## src/rtl/addr_boundary_splitter_pkg.sv

```systemverilog
`default_nettype none
// +----------------------------------------------------------------------+
// | addr_split_pkg                                                       |
// | Shared types and helpers for the address boundary splitter.          |
// | Rev 1.0 - initial release                                            |
// +----------------------------------------------------------------------+
package addr_split_pkg;

  typedef enum logic [0:0] {
    IDLE  = 1'b0,
    SPLIT = 1'b1
  } state_e;

  localparam logic [1:0] SIZE_1B = 2'd0;
  localparam logic [1:0] SIZE_2B = 2'd1;
  localparam logic [1:0] SIZE_4B = 2'd2;
  localparam logic [1:0] SIZE_8B = 2'd3;

  localparam int BOUNDARY_LOG2_DEF = 12;

  function automatic logic [3:0] beat_bytes(input logic [1:0] size);
    beat_bytes = 4'd1 << size;
  endfunction

endpackage
`default_nettype wire

```

## src/rtl/addr_boundary_splitter_chunk_calc.sv

```systemverilog
`default_nettype none
// +----------------------------------------------------------------------+
// | addr_chunk_calc                                                      |
// | Sizes the next burst: min(remaining, bytes to boundary, max burst).  |
// | Rev 1.0 - initial release                                            |
// +----------------------------------------------------------------------+
module addr_chunk_calc
  import addr_split_pkg::*;
#(
  parameter int LEN_W         = 16,
  parameter int MAX_BEATS     = 16,
  parameter int BOUNDARY_LOG2 = BOUNDARY_LOG2_DEF,
  parameter int BEATS_W       = $clog2(MAX_BEATS) + 1
) (
  input  logic [BOUNDARY_LOG2-1:0] i_offset,
  input  logic [LEN_W-1:0]         i_rem,
  input  logic [1:0]               i_size,
  output logic [LEN_W:0]           o_chunk,
  output logic [BEATS_W-1:0]       o_beats,
  output logic                     o_last
);

  // Compare width wide enough for every operand so nothing overflows.
  localparam int c_cw0 = (LEN_W + 1 > BOUNDARY_LOG2 + 1) ? LEN_W + 1 : BOUNDARY_LOG2 + 1;
  localparam int c_cw  = (c_cw0 > $clog2(MAX_BEATS) + 4) ? c_cw0 : $clog2(MAX_BEATS) + 4;
  localparam logic [BOUNDARY_LOG2:0] c_bnd = {1'b1, {BOUNDARY_LOG2{1'b0}}};

  logic [BOUNDARY_LOG2:0] w_to_bnd;
  logic [c_cw-1:0]        w_rem;
  logic [c_cw-1:0]        w_bnd;
  logic [c_cw-1:0]        w_max;
  logic [c_cw-1:0]        w_min;

  always_comb begin
    w_to_bnd = c_bnd - {1'b0, i_offset};
    w_rem    = c_cw'(i_rem);
    w_bnd    = c_cw'(w_to_bnd);
    w_max    = c_cw'(MAX_BEATS) << i_size;
    w_min    = w_rem;
    if (w_bnd < w_min) w_min = w_bnd;
    if (w_max < w_min) w_min = w_max;
    o_chunk  = (LEN_W + 1)'(w_min);
    o_beats  = BEATS_W'(w_min >> i_size);
    o_last   = (w_min == w_rem);
  end

endmodule
`default_nettype wire

```

## src/rtl/addr_boundary_splitter.sv

```systemverilog
`default_nettype none
// +----------------------------------------------------------------------+
// | addr_boundary_splitter                                               |
// | Splits a linear transfer into beat-aligned bursts that never cross   |
// | a 2**BOUNDARY_LOG2 boundary.                                         |
// | Rev 1.0 - initial release                                            |
// +----------------------------------------------------------------------+
module addr_boundary_splitter
  import addr_split_pkg::*;
#(
  parameter int ADDR_W        = 32,
  parameter int LEN_W         = 16,
  parameter int MAX_BEATS     = 16,
  parameter int BOUNDARY_LOG2 = BOUNDARY_LOG2_DEF
) (
  input  logic                       clk,
  input  logic                       reset,
  input  logic                       req_valid,
  output logic                       req_ready,
  input  logic [ADDR_W-1:0]          req_addr,
  input  logic [LEN_W-1:0]           req_len,
  input  logic [1:0]                 req_size,
  output logic                       burst_valid,
  input  logic                       burst_ready,
  output logic [ADDR_W-1:0]          burst_addr,
  output logic [$clog2(MAX_BEATS):0] burst_beats,
  output logic [1:0]                 burst_size,
  output logic                       burst_last,
  output logic                       req_err
);

  localparam int c_beats_w = $clog2(MAX_BEATS) + 1;

  state_e                 r_state;
  state_e                 w_state_nxt;
  logic [ADDR_W-1:0]      r_addr;
  logic [LEN_W-1:0]       r_rem;
  logic [1:0]             r_size;
  logic                   r_err;

  logic [2:0]             w_mask;
  logic                   w_bad;
  logic                   w_accept;
  logic                   w_reject;
  logic                   w_fire;
  logic [LEN_W:0]         w_chunk;
  logic [c_beats_w-1:0]   w_beats;
  logic                   w_last;

  addr_chunk_calc #(
    .LEN_W         (LEN_W),
    .MAX_BEATS     (MAX_BEATS),
    .BOUNDARY_LOG2 (BOUNDARY_LOG2),
    .BEATS_W       (c_beats_w)
  ) u_chunk (
    .i_offset (r_addr[BOUNDARY_LOG2-1:0]),
    .i_rem    (r_rem),
    .i_size   (r_size),
    .o_chunk  (w_chunk),
    .o_beats  (w_beats),
    .o_last   (w_last)
  );

  // Misaligned start, empty length or a partial final beat are all rejected.
  always_comb begin
    w_mask = 3'(beat_bytes(req_size) - 4'd1);
    w_bad  = ((req_addr[2:0] & w_mask) != 3'd0) ||
             (req_len == '0) ||
             ((req_len[2:0] & w_mask) != 3'd0);
  end

  always_ff @(posedge clk or posedge reset) begin
    if (reset) r_state <= IDLE;
    else       r_state <= w_state_nxt;
  end

  always_comb begin
    w_state_nxt = r_state;
    w_accept    = 1'b0;
    w_reject    = 1'b0;
    w_fire      = 1'b0;
    case (r_state)
      IDLE: begin
        if (req_valid) begin
          if (w_bad) begin
            w_reject = 1'b1;
          end else begin
            w_accept    = 1'b1;
            w_state_nxt = SPLIT;
          end
        end
      end
      SPLIT: begin
        w_fire = burst_ready;
        if (burst_ready && w_last) w_state_nxt = IDLE;
      end
      default: w_state_nxt = IDLE;
    endcase
  end

  always_ff @(posedge clk or posedge reset) begin
    if (reset) begin
      r_addr <= '0;
      r_rem  <= '0;
      r_size <= '0;
      r_err  <= 1'b0;
    end else begin
      r_err <= w_reject;
      if (w_accept) begin
        r_addr <= req_addr;
        r_rem  <= req_len;
        r_size <= req_size;
      end else if (w_fire) begin
        r_addr <= r_addr + ADDR_W'(w_chunk);
        r_rem  <= r_rem - LEN_W'(w_chunk);
      end
    end
  end

  always_comb begin
    req_ready   = (r_state == IDLE);
    burst_valid = (r_state == SPLIT);
    burst_addr  = burst_valid ? r_addr : '0;
    burst_beats = burst_valid ? w_beats : '0;
    burst_last  = burst_valid & w_last;
    burst_size  = r_size;
    req_err     = r_err;
  end

endmodule
`default_nettype wire

```

## config.mk

```make
export PLATFORM = sky130hd
export DESIGN_NAME = addr_boundary_splitter
export DESIGN_NICKNAME = d
export VERILOG_FILES = /design/src/rtl/addr_boundary_splitter_pkg.sv /design/src/rtl/addr_boundary_splitter_chunk_calc.sv /design/src/rtl/addr_boundary_splitter.sv
export SDC_FILE = /design/constraint.sdc
export NUM_CORES = 1
export LEC_CHECK = 0
export ABC_AREA = 1
export BUFFER_PORTS_ARGS = -buffer_cell sky130_fd_sc_hd__buf_2
export CORE_MARGIN = 3
export CORE_UTILIZATION = 30
export DETAILED_ROUTE_END_ITERATION = 16
export PLACE_DENSITY = 0.54
export SYNTH_ARGS = -nofsm -noshare
export SYNTH_HDL_FRONTEND = slang
export SYNTH_HIERARCHICAL = 1
export SYNTH_SLANG_ARGS = --single-unit
```

## constraint.sdc

```tcl
create_clock -name clk -period 7.1 [get_ports clk]
set_clock_uncertainty 0.1 [all_clocks]
set_input_delay 0.71 -clock clk [delete_from_list [all_inputs] [get_ports clk]]
set_output_delay 0.71 -clock clk [all_outputs]
set_load 0.02 [all_outputs]
```

==> out/qor_table.md, run 1 <==
| Group | Result | This run |
|:---|:---|:---|
| timing | Hold violation total from the final report | 0 |
| clocking | CTS clock-pin slew for the worst setup and hold paths | 80 ps |
| final layout | Area Overhead vs Synth | 12.15% |
| die | Die footprint | 24280 µm² |
| clocking | Resize count post-CTS | 0 |
| timing | Normalized max-slew margin | 0.2520 |
| place | Placed cell count | 1501 |
| routing | DR vias | 7070 |
| synth | Number of instances in the synthesized netlist | 1148 |
| job | Maximum Capacitance Violations | 0 |
| timing | Final-layout setup total negative slack | 0 ps |
| timing | Number of max-slew violations in the final report | 0 |
| timing | Share of the cycle needed by the critical path after routing | 0.8379 |
| worst setup path | Number of buffer and inverter stages on the critical path | 8 |
| synth | Sequential element share of the synthesized area | 0.1933 |
| routing | Number of remaining DRC errors | 0 |
| worst setup path | Top fanout value on the critical path | 17 |
| clocking | H-Tree Level Count | 2 |
| synth | Syn Area/Cell | 5.865 µm² |
| worst setup path | Top delay family on crit path | simple AND/OR/NAND/NOR gates |
| clocking | Clock insertion delay at the later pin of the skew report | 310 ps |
| synth | Top flip-flop cell by instance count after synthesis | sky130_fd_sc_hd__dfrtp_1 |
| synth | Cell taking the most area after synthesis | sky130_fd_sc_hd__nand2_1 |
| grt | Largest net degree at the start of global routing | 55 |
| place | Weighted congestion at the end of routability-driven global placement | 0.9110 |
| clocking | Hold-fix buffers, CTS | 0 |
| synth | Area share of the largest cell type after synthesis | 0.2381 |
| routing | First drt pass iteration count | 8 |
| grt | Fraction of met2 tracks used by global routing | 0.3148 |
| final layout | Final-layout fill cell count | 2507 |
| die | Ports placed on the boundary | 97 |
| grt | Total global-route track usage | 0.1800 |
| synth | Count of unique library cells instantiated by Yosys | 47 |
| grt | Vias in the first global route | 6792 |
| final layout | Antenna diode count | 0 |
| grt | Met1 Use GR | 0.2322 |
| grt | Initial antenna violation count | 0 |
| timing | Unrepaired setup endpoints after global routing | no |
| clocking | Clock Path Buffers | 2 |
| routing | Avg WL per Cell | 14.45 µm |
| run status | Status | complete, no violations |
| timing | Worst hold slack after final layout | 423.0 ps |
| grt | Global-route wire length before repair | 35120 µm |
| worst setup path | Highest-delay cell along the critical path | sky130_fd_sc_hd__dfrtp_1 |
| die | Die X | 155.8 µm |
| worst setup path | Arrival time at the worst endpoint | 5140 ps |
| routing | Violation count after the first detailed-routing iteration | 367 |
| grt | Aggregate global routing overflow | 0 |
| synth | Synthesized cell area | 6733 µm² |
| die | Core outline area | 21960 µm² |
| routing | Final antenna-violating net count | 0 |
| power and ir drop | Static leakage | 4.379 nW |
| synth | Number of synthesized register bits | 52 |
| timing | Fmax | 168.1 MHz |
| worst setup path | Most used cell along the critical path | sky130_fd_sc_hd__inv_1 |
| place | DPL Wire Length | 17290 µm |
| place | IO buf count | 96 |
| synth | Yosys warns | 6 |
| clocking | Count of clock tree sinks | 52 |
| synth | Synth async-reset ratio | 1.000 |
| clocking | TritonCTS clock tree | yes |
| worst hold path | Min-delay worst type | flip-flop to flip-flop |
| grt | Met3 global-route usage | 0.02580 |
| clocking | Clock root buffer master | sky130_fd_sc_hd__clkbuf_16 |
| routing | Via-to-Cell Ratio | 4.685 |
| timing | Final min period | 5949 ps |
| power and ir drop | Power per Cell Area | 424.1 nW/µm² |
| worst setup path | Crit path largest cell delay | 450 ps |
| routing | Final routed wirelength across all metal layers | 21800 µm |
| worst setup path | Type of origin of the critical path | flip-flop |
| timing | Worst Tran Pin Value | 1119 ps |
| die | Effective utilization at floorplan | 0.3066 |
| die | Site row count | 54 |
| die | DIE HEIGHT | 155.8 µm |
| worst setup path | Worst EP required | 6290 ps |
| final layout | Final net count | 1333 |
| worst setup path | Endpoint type of the worst setup path | output pin |
| worst setup path | Critical path start-end classification | flip-flop to output pin |
| final layout | Final Non-Filler Cells | 1509 |
| power and ir drop | Worst vdd ir | 0.1205 mV |
| grt | Busiest grt layer | met2 |
| final layout | Share of layout cells above drive strength 1 | 0.1286 |
| clocking | CTS buffer count | 5 |
| synth | Number of synthesized flops with an enable pin | 0 |
| clocking | Post-CTS setup repair buffer count | 0 |
| timing | Total of endpoints with negative setup slack in the final report | 0 |
| synth | Top post-synthesis cells by area | sky130_fd_sc_hd__nand2_1 24%, sky130_fd_sc_hd__dfrtp_1 19%, sky130_fd_sc_hd__inv_1 10% |
==> cells in the mapped netlist (all sizes together), types with 8 or more instances <==
cell and number:
o211ai 11, o21ai 37, buf 26, nor3 14, nand3 115, nor2 96, a21oi 38, inv 197
xor2 10, nand2 438, ha 49, xnor2 8, nand3b 12, nand4 17, dfrtp 52
==> area by class of cell <==
class | count | area, µm² | share of cell area
multi-input cells | 874 | 4496 | 0.5954
flip-flops and latches | 52 | 1301 | 0.1723
inverters | 197 | 744.5 | 0.09859
repair buffers | 98 | 495.5 | 0.06562
well taps | 280 | 350.3 | 0.04640
clock buffers | 6 | 128.9 | 0.01707
clock inverters | 2 | 35.03 | 0.004640
==> power by group <==
part	total (mW)	internal (mW)	switching, mW	leakage (nW)
clock	0.298	0.167	0.131	0.0808
combinational	2.25	0.787	1.47	3.64
sequential	0.652	0.428	0.224	0.656
total	3.20	1.38	1.82	4.38
==> cell usage in the layout, fill, tap and decap left out, drive strengths merged, types with 2 or more instances in the layout <==
cell	instances
a21o	2
a21oi	38
and2	2
buf	98
clkbuf	6
conb	9
dfrtp	52
fa	2
ha	49
inv	197
nand2	438
nand3	115
nand3b	12
nand4	17
nor2	96
nor3	14
nor4	2
o211ai	11
o21ai	37
o21bai	5
or2	2
xnor2	8
xor2	10
==> per-layer routing <==
| metal | up-vias | part of all wire | routed length (µm) |
|---|---|---|---|
| li1 | 3743 | - | - |
| met1 | 3132 | 0.47 | 10190 |
| met2 | 167 | 0.47 | 10210 |
| met3 | 28 | 0.045 | 972 |
| met4 | 0 | 0.020 | 428 |
| met5 | - | 0 | 0 |
==> worst min-delay path: stages, from the launching register on <==
cell and delay, ps:
sky130_fd_sc_hd__dfrtp_1 380, sky130_fd_sc_hd__nand2_1 60, sky130_fd_sc_hd__nand2_1 50
==> path summary, 6_finish.rpt <==
path	from	end	slack, ps	cells past startpoint
max	r_addr[1]	burst_last	1150	31
min	r_addr[16]	r_addr[16]	420	2
max reg2reg	r_addr[1]	r_rem[10]	1300	34
min reg2reg	r_addr[16]	r_addr[16]	420	2
max in group asynchronous	reset	req_err	5910	3
min in group asynchronous	reset	r_addr[18]	490	3
==> cells by family (layout without fill, tap and decap cells) <==
| kind of cell | Yosys count | after routing | synth area share |
|---|---|---|---|
| buffers and inverters | 230 | 303 | 0.1435 |
| xor gates and xnor gates | 18 | 18 | 0.02342 |
| other | 1 | 9 | 0.0005570 |
| AOI/OAI and AO/OA | 97 | 97 | 0.08697 |
| and+or+nand+nor | 699 | 699 | 0.4553 |
| adders and majority gates | 51 | 51 | 0.09701 |
| DFF | 52 | 52 | 0.1933 |
==> stage by stage <==
stage          worst slack (ps)  instance area, µm²  power (mW)    util
2_1_floorplan              2073                6763       2.327       -
3_3_place_gp               1495                7387       2.876  0.3364
3_5_place_dp               1344                7387       2.891  0.3364
4_1_cts                    1202                7551       3.203  0.3439
5_1_grt                   454.5                7551       3.571  0.3439
6_report                   1151                7551       3.202  0.3439
==> sequential cells by signal, indices dropped and copies added, names as in the netlist <==
register / flops
burst_valid: 1
r_addr: 32
req_err: 1
burst_size: 2
r_rem: 16
Note: power is estimated with default switching activity, not from simulation.
==> run 2: changes to the inputs <==
- ABC_AREA: 1 -> 0
- PLACE_DENSITY: 0.54 -> 0.55
- clock period: 7.1 -> 5.5 ns (I/O delays scaled with it)
==> run 2 against run 1 <==
The run now ends with setup timing left. Final area up 16%. Routed wire length down 0.55%. Clock-buffer cell count unchanged. Critical path depth down 8.
==> out/qor_table.md, run 2 <==
| Group | Result | This run | Change |
|:---|:---|:---|:---|
| clocking | Clock insertion delay at the later pin of the skew report | 310 ps | about the same |
| place | Setup slack at placement | -1411 ps | was 1344 ps |
| worst hold path | Min-delay worst type | input port to async pin | was flip-flop to flip-flop |
| clocking | H-Tree Level Count | 2 | unchanged |
| worst setup path | Number of buffer and inverter stages on the critical path | 5 | was 8 |
| synth | Top flip-flop cell by instance count after synthesis | sky130_fd_sc_hd__dfrtp_1 | unchanged |
| routing | DR vias | 6422 | was 7070 |
| grt | Initial antenna violation count | 0 | unchanged |
| worst setup path | Highest-delay cell along the critical path | sky130_fd_sc_hd__or4_1 | was sky130_fd_sc_hd__dfrtp_1 |
| synth | Syn Area/Cell | 7.938 µm² | was 5.865 µm² |
| routing | Final antenna-violating net count | 0 | unchanged |
| clocking | CTS buffer count | 5 | unchanged |
| final layout | Most flops, register | r_addr | unchanged |
| die | Die footprint | 20690 µm² | was 24280 µm² |
| synth | Count of unique library cells instantiated by Yosys | 79 | was 47 |
| synth | Cell with the most instances after synthesis | sky130_fd_sc_hd__nand2_1 | unchanged |
| die | DIE HEIGHT | 143.8 µm | was 155.8 µm |
| final layout | Leading cell type in the layout, fill and taps excluded | sky130_fd_sc_hd__buf_4 | was sky130_fd_sc_hd__nand2_1 |
| synth | Synth async-reset ratio | 1.000 | unchanged |
| die | Die X | 143.8 µm | was 155.8 µm |
| timing | Share of the cycle needed by the critical path after routing | 1.232 |  |
| clocking | Hold-fix buffers, CTS | 0 | unchanged |
| grt | Vias in the first global route | 6142 | was 6792 |
| synth | Yosys warns | 6 | unchanged |
| die | Ports placed on the boundary | 97 | unchanged |
| final layout | Leading cell types in the layout, fill and taps excluded | 146 x sky130_fd_sc_hd__buf_4, 90 x sky130_fd_sc_hd__buf_2, 56 x sky130_fd_sc_hd__nand2_1, 51 x sky130_fd_sc_hd__dfrtp_1, 41 x sky130_fd_sc_hd__inv_1 | was 427 x sky130_fd_sc_hd__nand2_1, 186 x sky130_fd_sc_hd__inv_1, 112 x sky130_fd_sc_hd__nand3_1, 96 x sky130_fd_sc_hd__buf_2, 89 x sky130_fd_sc_hd__nor2_1 |
| synth | Number of synthesized flops with an enable pin | 0 | unchanged |
| worst setup path | Series of cell instances along the critical path | or4_1, buf_4, nor3_4, xnor2_1, ha_1, and4_1, nand4_1, o32a_1, a21oi_2, a21o_1, inv_2, ha_4, and4_4, o2111ai_4, a221o_1, or4_4, buf_4, buf_6, a32o_1, a222oi_1, a2111oi_4, and2_4, buf_6 |  |
| worst setup path | Type of origin of the critical path | flip-flop | unchanged |
| timing | Final min period | 6773 ps |  |
| power and ir drop | Static leakage | 3.882 nW | was 4.379 nW |
| timing | Slack of the critical path | -1273 ps | was 1151 ps |
| worst setup path | Crit path largest cell delay | 670 ps | was 450 ps |
| worst setup path | Register-to-register setup slack | -1260 ps | was 1300 ps |
| synth | Number of synthesized register bits | 52 | unchanged |
| clocking | Clock Path Buffers | 2 | unchanged |
| worst setup path | Worst EP required | 4850 ps | was 6290 ps |
| grt | Total global-route track usage | 0.2020 | was 0.1800 |
| routing | Avg WL per Cell | 18.04 µm | was 14.45 µm |
| synth | Post-synth top cells | 61 x sky130_fd_sc_hd__nand2_1, 52 x sky130_fd_sc_hd__dfrtp_1, 51 x sky130_fd_sc_hd__a21oi_1, 49 x sky130_fd_sc_hd__ha_1 | was 427 x sky130_fd_sc_hd__nand2_1, 187 x sky130_fd_sc_hd__inv_1, 112 x sky130_fd_sc_hd__nand3_1, 89 x sky130_fd_sc_hd__nor2_1, 52 x sky130_fd_sc_hd__dfrtp_1 |
| routing | Number of remaining DRC errors | 0 | unchanged |
| worst setup path | Endpoint of the worst-slack reg-to-reg timing path | r_rem[15] | was r_rem[10] |
| timing | Worst Tran Pin Value | 887.3 ps | was 1119 ps |
| synth | Number of instances in the synthesized netlist | 718 | was 1148 |
| place | Placed cell count | 1160 | was 1501 |
| synth | Synthesized cell area | 5699 µm² | was 6733 µm² |
| job | Maximum Capacitance Violations | 0 | unchanged |
| place | DPL Wire Length | 16050 µm | was 17290 µm |
| timing | Unrepaired setup endpoints after global routing | yes | was no |
| timing | Hold violation total from the final report | 0 | unchanged |
| worst setup path | Arrival time at the worst endpoint | 6120 ps | was 5140 ps |
| place | Weighted congestion at the end of routability-driven global placement | 0.9133 | was 0.9110 |
| worst setup path | Top delay family on crit path | compound AO/OA/AOI/OAI gates | was simple AND/OR/NAND/NOR gates |
| die | Effective utilization at floorplan | 0.3109 | was 0.3066 |
| die | Core outline area | 18330 µm² | was 21960 µm² |
| final layout | Share of layout cells above drive strength 1 | 0.4296 | was 0.1286 |
| place | IO buf count | 96 | unchanged |
| clocking | Count of clock tree sinks | 52 | unchanged |
| run status | Status | finished, violations left | was complete, no violations |
| grt | Largest net degree at the start of global routing | 53 | was 55 |
| grt | Aggregate global routing overflow | 0 | unchanged |
| clocking | TritonCTS clock tree | yes | unchanged |
| power and ir drop | Worst vdd ir | 0.2878 mV | was 0.1205 mV |
| worst setup path | Worst setup path startpoint | r_addr[2] | was r_addr[1] |
| final layout | Final net count | 1078 | was 1333 |
| final layout | Largest register FFs | 32 | unchanged |
| synth | Cell taking the most area after synthesis | sky130_fd_sc_hd__dfrtp_1 | was sky130_fd_sc_hd__nand2_1 |
| clocking | Clock root buffer master | sky130_fd_sc_hd__clkbuf_16 | unchanged |
| timing | Normalized max-slew margin | 0.4071 | was 0.2520 |
| grt | Global-route wire length before repair | 33090 µm | was 35120 µm |
| synth | Area share of the largest cell type after synthesis | 0.2283 | was 0.2381 |
| worst setup path | Number of cells traversed by the worst register-to-register path | 26 | was 34 |
| routing | Violation count after the first detailed-routing iteration | 406 | was 367 |
| final layout | Antenna diode count | 0 | unchanged |
| power and ir drop | Power per Cell Area | 698.4 nW/µm² | was 424.1 nW/µm² |
| die | Site row count | 49 | was 54 |
| routing | Via-to-Cell Ratio | 5.343 | was 4.685 |
| clocking | CTS clock-pin slew for the worst setup and hold paths | 80 ps | about the same |
| routing | First drt pass iteration count | 5 | was 8 |
| final layout | Area Overhead vs Synth | 53.66% | was 12.15% |
| synth | Top post-synthesis cells by area | sky130_fd_sc_hd__dfrtp_1 23%, sky130_fd_sc_hd__ha_1 11%, sky130_fd_sc_hd__and2_1 4.6% | was sky130_fd_sc_hd__nand2_1 24%, sky130_fd_sc_hd__dfrtp_1 19%, sky130_fd_sc_hd__inv_1 10% |
| synth | Sequential element share of the synthesized area | 0.2283 | was 0.1933 |
| worst setup path | Critical path start-end classification | flip-flop to output pin | unchanged |
| final layout | Final Non-Filler Cells | 1202 | was 1509 |
| worst setup path | Top fanout value on the critical path | 6 | was 17 |
| run status | Failing checks | setup timing |  |
| timing | Number of max-slew violations in the final report | 0 | unchanged |
| timing | Fmax | 147.6 MHz |  |
| timing | Final-layout setup total negative slack | -49060 ps | was 0 ps |
| routing | Final routed wirelength across all metal layers | 21680 µm | was 21800 µm |
| timing | Total of endpoints with negative setup slack in the final report | 53 | was 0 |
| worst setup path | Endpoint type of the worst setup path | output pin | unchanged |
| worst setup path | Reg-to-reg startpoint | r_addr[2] | was r_addr[1] |
[run 2: changes by cell type in the layout (fill, tap and decap cells not counted), sizes merged, moves of 15 or more]
| cell | change |
|---|---|
| nand2 | -377 |
| nor2 | -48 |
| inv | -150 |
| and2 | +41 |
| o21ai | +17 |
| buf | +176 |
| a22oi | +22 |
| a21o | +15 |
| nand3 | -92 |
[run 2: cell families (layout without fill, tap and decap cells)]
group / after synthesis / after routing / share of synthesized area
and+or+nand+nor: 253 / 253 / 0.2301
muxes: 13 / 13 / 0.03227
DFF: 52 / 52 / 0.2283
other: 1 / 9 / 0.0006580
xor gates and xnor gates: 34 / 34 / 0.05225
AOI/OAI and AO/OA: 233 / 233 / 0.2775
adders and majority gates: 51 / 51 / 0.1146
buffers and inverters: 81 / 328 / 0.06432
[run 2: how the worst max path moves through the flow]
stage                 endpoint  slack, ps  cells past startpoint
floorplan            r_rem[15]      -1090                     27
detailed placement   r_rem[15]      -1410                     27
finish              burst_last      -1270                     23
CTS                  r_rem[15]      -1170                     26
global route         r_rem[15]      -1500                     26
global placement     r_rem[15]      -1270                     28
[run 2: metrics by stage]
step / cell area, µm² / util / hold WS [ps] / power, mW
2_1_floorplan: 5958 / - / 350.0 / 3.211
3_3_place_gp: 7611 / 0.4152 / 390.5 / 4.857
3_5_place_dp: 7611 / 0.4152 / 387.0 / 4.844
4_1_cts: 8449 / 0.4609 / 352.0 / 5.775
5_1_grt: 8757 / 0.4777 / 365.4 / 6.567
6_report: 8757 / 0.4777 / 346.3 / 6.116
[run 2: final cells by class]
class	instances	area (µm²)
Clock inverter	1	8.758
Tap cell	229	286.5
Timing Repair Buffer	274	1974
Inverter	47	178.9
Clock buffer	6	138.9
Sequential cell	52	1303
Fill cell	1795	9574
Multi-Input combinational cell	593	4867
[run 2: power breakdown]
part	leakage [nW]	internal, mW	switching [mW]
registers	0.629	0.563	0.181
clock network	0.0729	0.181	0.170
logic	3.18	2.44	2.58
[run 2: worst reg2reg max path: stages (launching register included)]
cell                        delay (ps)
sky130_fd_sc_hd__dfrtp_1           380
sky130_fd_sc_hd__or4_1             670
sky130_fd_sc_hd__buf_4             210
sky130_fd_sc_hd__nor3_4            150
sky130_fd_sc_hd__xnor2_1            90
sky130_fd_sc_hd__ha_1              320
sky130_fd_sc_hd__and4_1            210
sky130_fd_sc_hd__nand4_1           120
sky130_fd_sc_hd__o32a_1            430
sky130_fd_sc_hd__a21oi_2           160
sky130_fd_sc_hd__a21o_1            130
sky130_fd_sc_hd__inv_2              60
sky130_fd_sc_hd__ha_4              260
sky130_fd_sc_hd__and4_4            240
sky130_fd_sc_hd__o2111ai_4         130
sky130_fd_sc_hd__a221o_1           330
sky130_fd_sc_hd__or4_4             480
sky130_fd_sc_hd__a22oi_2           260
sky130_fd_sc_hd__inv_1              90
sky130_fd_sc_hd__ha_1              270
sky130_fd_sc_hd__nor2b_4           120
sky130_fd_sc_hd__o31a_1            300
sky130_fd_sc_hd__o211ai_4          250
sky130_fd_sc_hd__o22ai_2           100
sky130_fd_sc_hd__or4_1             490
sky130_fd_sc_hd__a311oi_2          220
sky130_fd_sc_hd__a221o_1           140
[run 2: timing repair]
action / CTS / global route
endpoints found under the setup margin: 54 / 55
gates resized for setup: 128 / 36
pin swaps: 53 / 35
setup buffers: 21 / 22
[run 2: routing by layer]
layer	global-route usage	part of all wire	up-vias	routed length, µm
met2	0.3307	0.47	175	10220
met3	0.02163	0.049	26	1073
met4	0.05451	0.019	0	417
li1	-	-	3150	-
met5	0	0	-	0
met1	0.2832	0.46	3071	9970
==> run 3: changes to the inputs <==
- CORE_UTILIZATION: 30 -> 59
- CTS_BUF_LIST: unset -> sky130_fd_sc_hd__clkbuf_8
- PLACE_DENSITY: 0.55 -> 0.9
==> run 3 against run 2 <==
The flow now stops in 5_1_grt. Area after synthesis is the same. Synthesized cell count unchanged.
==> out/qor_table.md, run 3 <==
| Group | Result | This run | Change |
|:---|:---|:---|:---|
| die | Die X | 104.3 µm | was 143.8 µm |
| grt | Aggregate global routing overflow | 10 |  |
| die | DIE HEIGHT | 104.3 µm | was 143.8 µm |
| clocking | Count of clock tree sinks | 52 | unchanged |
| synth | Cell taking the most area after synthesis | sky130_fd_sc_hd__dfrtp_1 | unchanged |
| clocking | CTS buffer count | 5 | unchanged |
| synth | Number of synthesized register bits | 52 | unchanged |
| synth | Top flip-flop cell by instance count after synthesis | sky130_fd_sc_hd__dfrtp_1 | unchanged |
| synth | Cell with the most instances after synthesis | sky130_fd_sc_hd__nand2_1 | unchanged |
| place | Weighted congestion at the end of routability-driven global placement | 0.9866 | was 0.9133 |
| synth | Fraction of the mapped netlist area in adder cells | 0.1146 | unchanged |
| die | Site row count | 35 | was 49 |
| grt | Largest net degree at the start of global routing | 53 |  |
| synth | Xor and xnor fraction of the mapped netlist area | 0.05225 | unchanged |
| run status | Error message | [ERROR GRT-0232] Routing congestion too high. Check the congestion heatmap in the GUI. |  |
| place | Placed cell count | 1042 | was 1160 |
| synth | Number of instances in the synthesized netlist | 718 | unchanged |
| place | DPL Wire Length | 15250 µm | was 16050 µm |
| place | IO buf count | 96 | unchanged |
| clocking | Clock root buffer master | sky130_fd_sc_hd__clkbuf_8 | was sky130_fd_sc_hd__clkbuf_16 |
| synth | Area share of the largest cell type after synthesis | 0.2283 | unchanged |
| synth | Number of synthesized flops with an enable pin | 0 | unchanged |
| synth | Largest family of logic cells by synthesized area | compound AO/OA/AOI/OAI gates | unchanged |
| synth | Sequential element share of the synthesized area | 0.2283 | unchanged |
| place | Setup slack at placement | -1518 ps | was -1411 ps |
| clocking | H-Tree Level Count | 2 | unchanged |
| synth | Syn Area/Cell | 7.938 µm² | unchanged |
| synth | Multiplexer share of the synthesized area | 0.03227 | unchanged |
| synth | Compound-cell area share of the yosys netlist | 0.2775 | unchanged |
| grt | Total global-route track usage | 0.7434 |  |
| synth | Top post-synthesis cells by area | sky130_fd_sc_hd__dfrtp_1 23%, sky130_fd_sc_hd__ha_1 11%, sky130_fd_sc_hd__and2_1 4.6% | unchanged |
| run status | Status | aborted with a tool error | was finished, violations left |
| timing | Worst ep type | register data pin |  |
| synth | Yosys warns | 6 | unchanged |
| synth | Synthesized cell area | 5699 µm² | unchanged |
| synth | Post-synth top cells | 61 x sky130_fd_sc_hd__nand2_1, 52 x sky130_fd_sc_hd__dfrtp_1, 51 x sky130_fd_sc_hd__a21oi_1, 49 x sky130_fd_sc_hd__ha_1 | unchanged |
| die | Effective utilization at floorplan | 0.6110 | was 0.3109 |
| die | Ports placed on the boundary | 97 | unchanged |
| synth | Synth async-reset ratio | 1.000 | unchanged |
| clocking | Clock Path Buffers | 2 | unchanged |
| timing | Pin ending the worst setup path after global-route repair | r_addr[30]$_DFFE_PP0P_/D |  |
| clocking | Hold-fix buffers, CTS | 0 | unchanged |
| synth | Simple-Gate Fraction of Synth Area | 0.2301 | unchanged |
| run status | Exit stage | 5_1_grt |  |
| synth | Count of unique library cells instantiated by Yosys | 79 | unchanged |
| place | Instance area at placement | 7333 µm² | was 7611 µm² |
-- run 3: cell counts after synthesis --
Identical to the previous run, type by type.
-- run 3: through the flow --
| stage | TNS [ps] | util |
|---|---|---|
| CTS | -47450 | 0.8762 |
| detailed placement | -56400 | 0.7862 |
| global placement | -47590 | 0.7862 |
| floorplan | -31900 | - |
-- run 3: cell families after synthesis --
kind of cell	after synthesis
AND/OR/NAND/NOR	253
flip-flops	52
buffers and inverters	81
adder cells (fa/ha/maj)	51
AO/OA/AOI/OAI	233
other	1
multiplexers	13
XOR/XNOR	34
-- run 3: timing repair --
item | 4_1_cts
gates cloned | 0
resized for setup | 116
setup endpoints to repair | 55
pin swaps | 41
setup buffers | 25
-- run 3: layer usage --
layer,overflow,track usage
met1,1,0.7642
met2,2,0.8930
met3,0,0.5661
met4,7,0.7863
met5,0,0.09048
==> run 4: changes to the inputs <==
- CORE_UTILIZATION: 59 -> 40
- CTS_BUF_LIST: sky130_fd_sc_hd__clkbuf_8 -> unset
- PLACE_DENSITY: 0.9 -> unset
- PLACE_DENSITY_LB_ADDON: unset -> 0.15
==> run 4 against run 3 <==
The flow now finishes, with violations (setup timing).
==> out/qor_table.md, run 4 (synthesized netlist as in run 2, its figures left out) <==
| Group | Result | This run | Change |
|:---|:---|:---|:---|
| power and ir drop | Static leakage | 3.660 nW |  |
| final layout | Leading cell types in the layout, fill and taps excluded | 132 x sky130_fd_sc_hd__buf_4, 91 x sky130_fd_sc_hd__buf_2, 57 x sky130_fd_sc_hd__nand2_1, 51 x sky130_fd_sc_hd__dfrtp_1, 43 x sky130_fd_sc_hd__inv_1 |  |
| worst setup path | Number of cells traversed by the worst register-to-register path | 27 |  |
| final layout | Share of layout cells above drive strength 1 | 0.3871 |  |
| die | Effective utilization at floorplan | 0.4187 | was 0.6110 |
| grt | Global-route wire length before repair | 33000 µm |  |
| worst setup path | Arrival time at the worst endpoint | 7000 ps |  |
| final layout | Final Non-Filler Cells | 1119 |  |
| timing | Worst Tran Pin Value | 1020 ps |  |
| timing | Share of the cycle needed by the critical path after routing | 1.246 |  |
| clocking | Count of clock tree sinks | 52 | unchanged |
| job | Maximum Capacitance Violations | 0 |  |
| routing | DR vias | 6473 |  |
| final layout | Largest register FFs | 32 |  |
| timing | Hold violation total from the final report | 0 |  |
| worst setup path | Crit path largest cell delay | 550 ps |  |
| clocking | CTS buffer count | 5 | unchanged |
| worst setup path | Top delay family on crit path | simple AND/OR/NAND/NOR gates |  |
| clocking | Clock insertion delay at the later pin of the skew report | 320 ps |  |
| routing | Final routed wirelength across all metal layers | 21090 µm |  |
| worst hold path | Min-delay worst type | input port to async pin |  |
| timing | Final min period | 6853 ps |  |
| timing | Final-layout setup total negative slack | -54480 ps |  |
| grt | Aggregate global routing overflow | 0 |  |
| clocking | H-Tree Level Count | 2 | unchanged |
| place | Weighted congestion at the end of routability-driven global placement | 0.9582 | was 0.9866 |
| routing | Violation count after the first detailed-routing iteration | 469 |  |
| worst setup path | Endpoint type of the worst setup path | flip-flop |  |
| timing | Normalized max-slew margin | 0.3182 |  |
| grt | Vias in the first global route | 6376 |  |
| timing | Number of max-slew violations in the final report | 0 |  |
| power and ir drop | Power per Cell Area | 693.4 nW/µm² |  |
| worst setup path | Reg-to-reg startpoint | r_addr[6] |  |
| worst setup path | Type of origin of the critical path | flip-flop |  |
| final layout | Most flops, register | r_addr |  |
| clocking | CTS clock-pin slew for the worst setup and hold paths | 80 ps |  |
| clocking | Clock root buffer master | sky130_fd_sc_hd__clkbuf_16 | was sky130_fd_sc_hd__clkbuf_8 |
| die | Die X | 125.4 µm | was 104.3 µm |
| clocking | TritonCTS clock tree | yes |  |
| worst setup path | Register-to-register setup slack | -1350 ps |  |
| timing | Fmax | 145.9 MHz |  |
| die | Core outline area | 13610 µm² |  |
| die | Site row count | 42 | was 35 |
| timing | Slack of the critical path | -1353 ps |  |
| die | DIE HEIGHT | 125.4 µm | was 104.3 µm |
| worst setup path | Highest-delay cell along the critical path | sky130_fd_sc_hd__or4_4 |  |
| place | Placed cell count | 1093 | was 1042 |
| grt | Largest net degree at the start of global routing | 53 |  |
| grt | Initial antenna violation count | 0 |  |
| die | Die footprint | 15720 µm² |  |
| run status | Status | finished, violations left | was aborted with a tool error |
| clocking | Clock Path Buffers | 2 | unchanged |
| final layout | Antenna diode count | 0 |  |
| place | IO buf count | 96 | unchanged |
| final layout | Final net count | 1047 |  |
| place | DPL Wire Length | 15900 µm | was 15250 µm |
| power and ir drop | Worst vdd ir | 0.2746 mV |  |
| final layout | Area Overhead vs Synth | 44.50% |  |
| worst setup path | Critical path start-end classification | flip-flop to flip-flop |  |
| timing | Worst hold slack after final layout | 318.4 ps |  |
| run status | Failing checks | setup timing |  |
| worst setup path | Endpoint of the worst-slack reg-to-reg timing path | r_rem[15] |  |
| worst setup path | Top fanout value on the critical path | 6 |  |
| routing | Avg WL per Cell | 18.84 µm |  |
| routing | Final antenna-violating net count | 0 |  |
| worst setup path | Worst EP required | 5650 ps |  |
| final layout | Leading cell type in the layout, fill and taps excluded | sky130_fd_sc_hd__buf_4 |  |
| timing | Total of endpoints with negative setup slack in the final report | 55 |  |
| grt | Total global-route track usage | 0.2583 |  |
| worst setup path | Number of buffer and inverter stages on the critical path | 3 |  |
| routing | First drt pass iteration count | 5 |  |
| routing | Number of remaining DRC errors | 0 |  |
| routing | Via-to-Cell Ratio | 5.785 |  |
| die | Ports placed on the boundary | 97 | unchanged |
| timing | Unrepaired setup endpoints after global routing | yes |  |
[run 4: repair_timing]
action / in CTS / in global routing
buffers inserted: 9 / 14
setup endpoints to repair: 55 / 55
hold buffers: 0 / 0
cloned: 0 / 0
gates resized for setup: 55 / 60
endpoints found under the hold margin: 0 / 0
pin swaps: 26 / 27
[run 4: worst max path at each step]
stage,start,end,slack (ps),depth (start not counted)
finish,r_addr[6],r_rem[15],-1350,27
detailed placement,r_addr[6],r_addr[28],-1500,28
CTS,r_addr[6],r_rem[15],-1290,27
global placement,r_addr[6],r_addr[16],-1300,28
floorplan,r_addr[6],r_rem[15],-1090,27
global route,r_addr[6],r_rem[15],-1540,27
[run 4: cell type report]
class | instances | area [µm²]
Timing Repair Buffer | 243 | 1672
Inverter | 47 | 176.4
Clock inverter | 3 | 23.77
Clock buffer | 5 | 125.1
Sequential cell | 52 | 1303
Multi-Input combinational cell | 593 | 4716
Fill cell | 1205 | 5375
Tap cell | 176 | 220.2
[run 4: metrics by stage]
| stage | worst slack, ps | power (mW) | util | instance area (µm²) |
|---|---|---|---|---|
| final | -1353 | 5.711 | 0.6051 | 8235 |
| after global routing | -1544 | 6.133 | 0.6051 | 8235 |
| after CTS | -1290 | 5.381 | 0.5781 | 7869 |
| after detailed placement | -1497 | 4.817 | 0.5453 | 7422 |
| after global placement | -1298 | 4.748 | 0.5453 | 7422 |
| after floorplan | -1094 | 3.211 | - | 5958 |
[run 4: tightest hold or removal path: stages]
cell,delay [ps]
sky130_fd_sc_hd__buf_2,100
sky130_fd_sc_hd__inv_2,30
sky130_fd_sc_hd__buf_4,570
[run 4: routing by layer]
layer,part of all wire,track usage,up-vias
met4,0.033,0.09885,0
met1,0.44,0.3506,3105
met5,0,0,-
met3,0.065,0.04392,44
li1,-,-,3090
met2,0.46,0.4119,234
[run 4: power breakdown]
part | internal (mW) | leakage [nW] | switching, mW | total [mW]
Combinational | 2.17 | 2.96 | 2.43 | 4.61
Clock | 0.171 | 0.0660 | 0.178 | 0.348
Sequential | 0.563 | 0.629 | 0.191 | 0.754
Total | 2.91 | 3.66 | 2.80 | 5.71
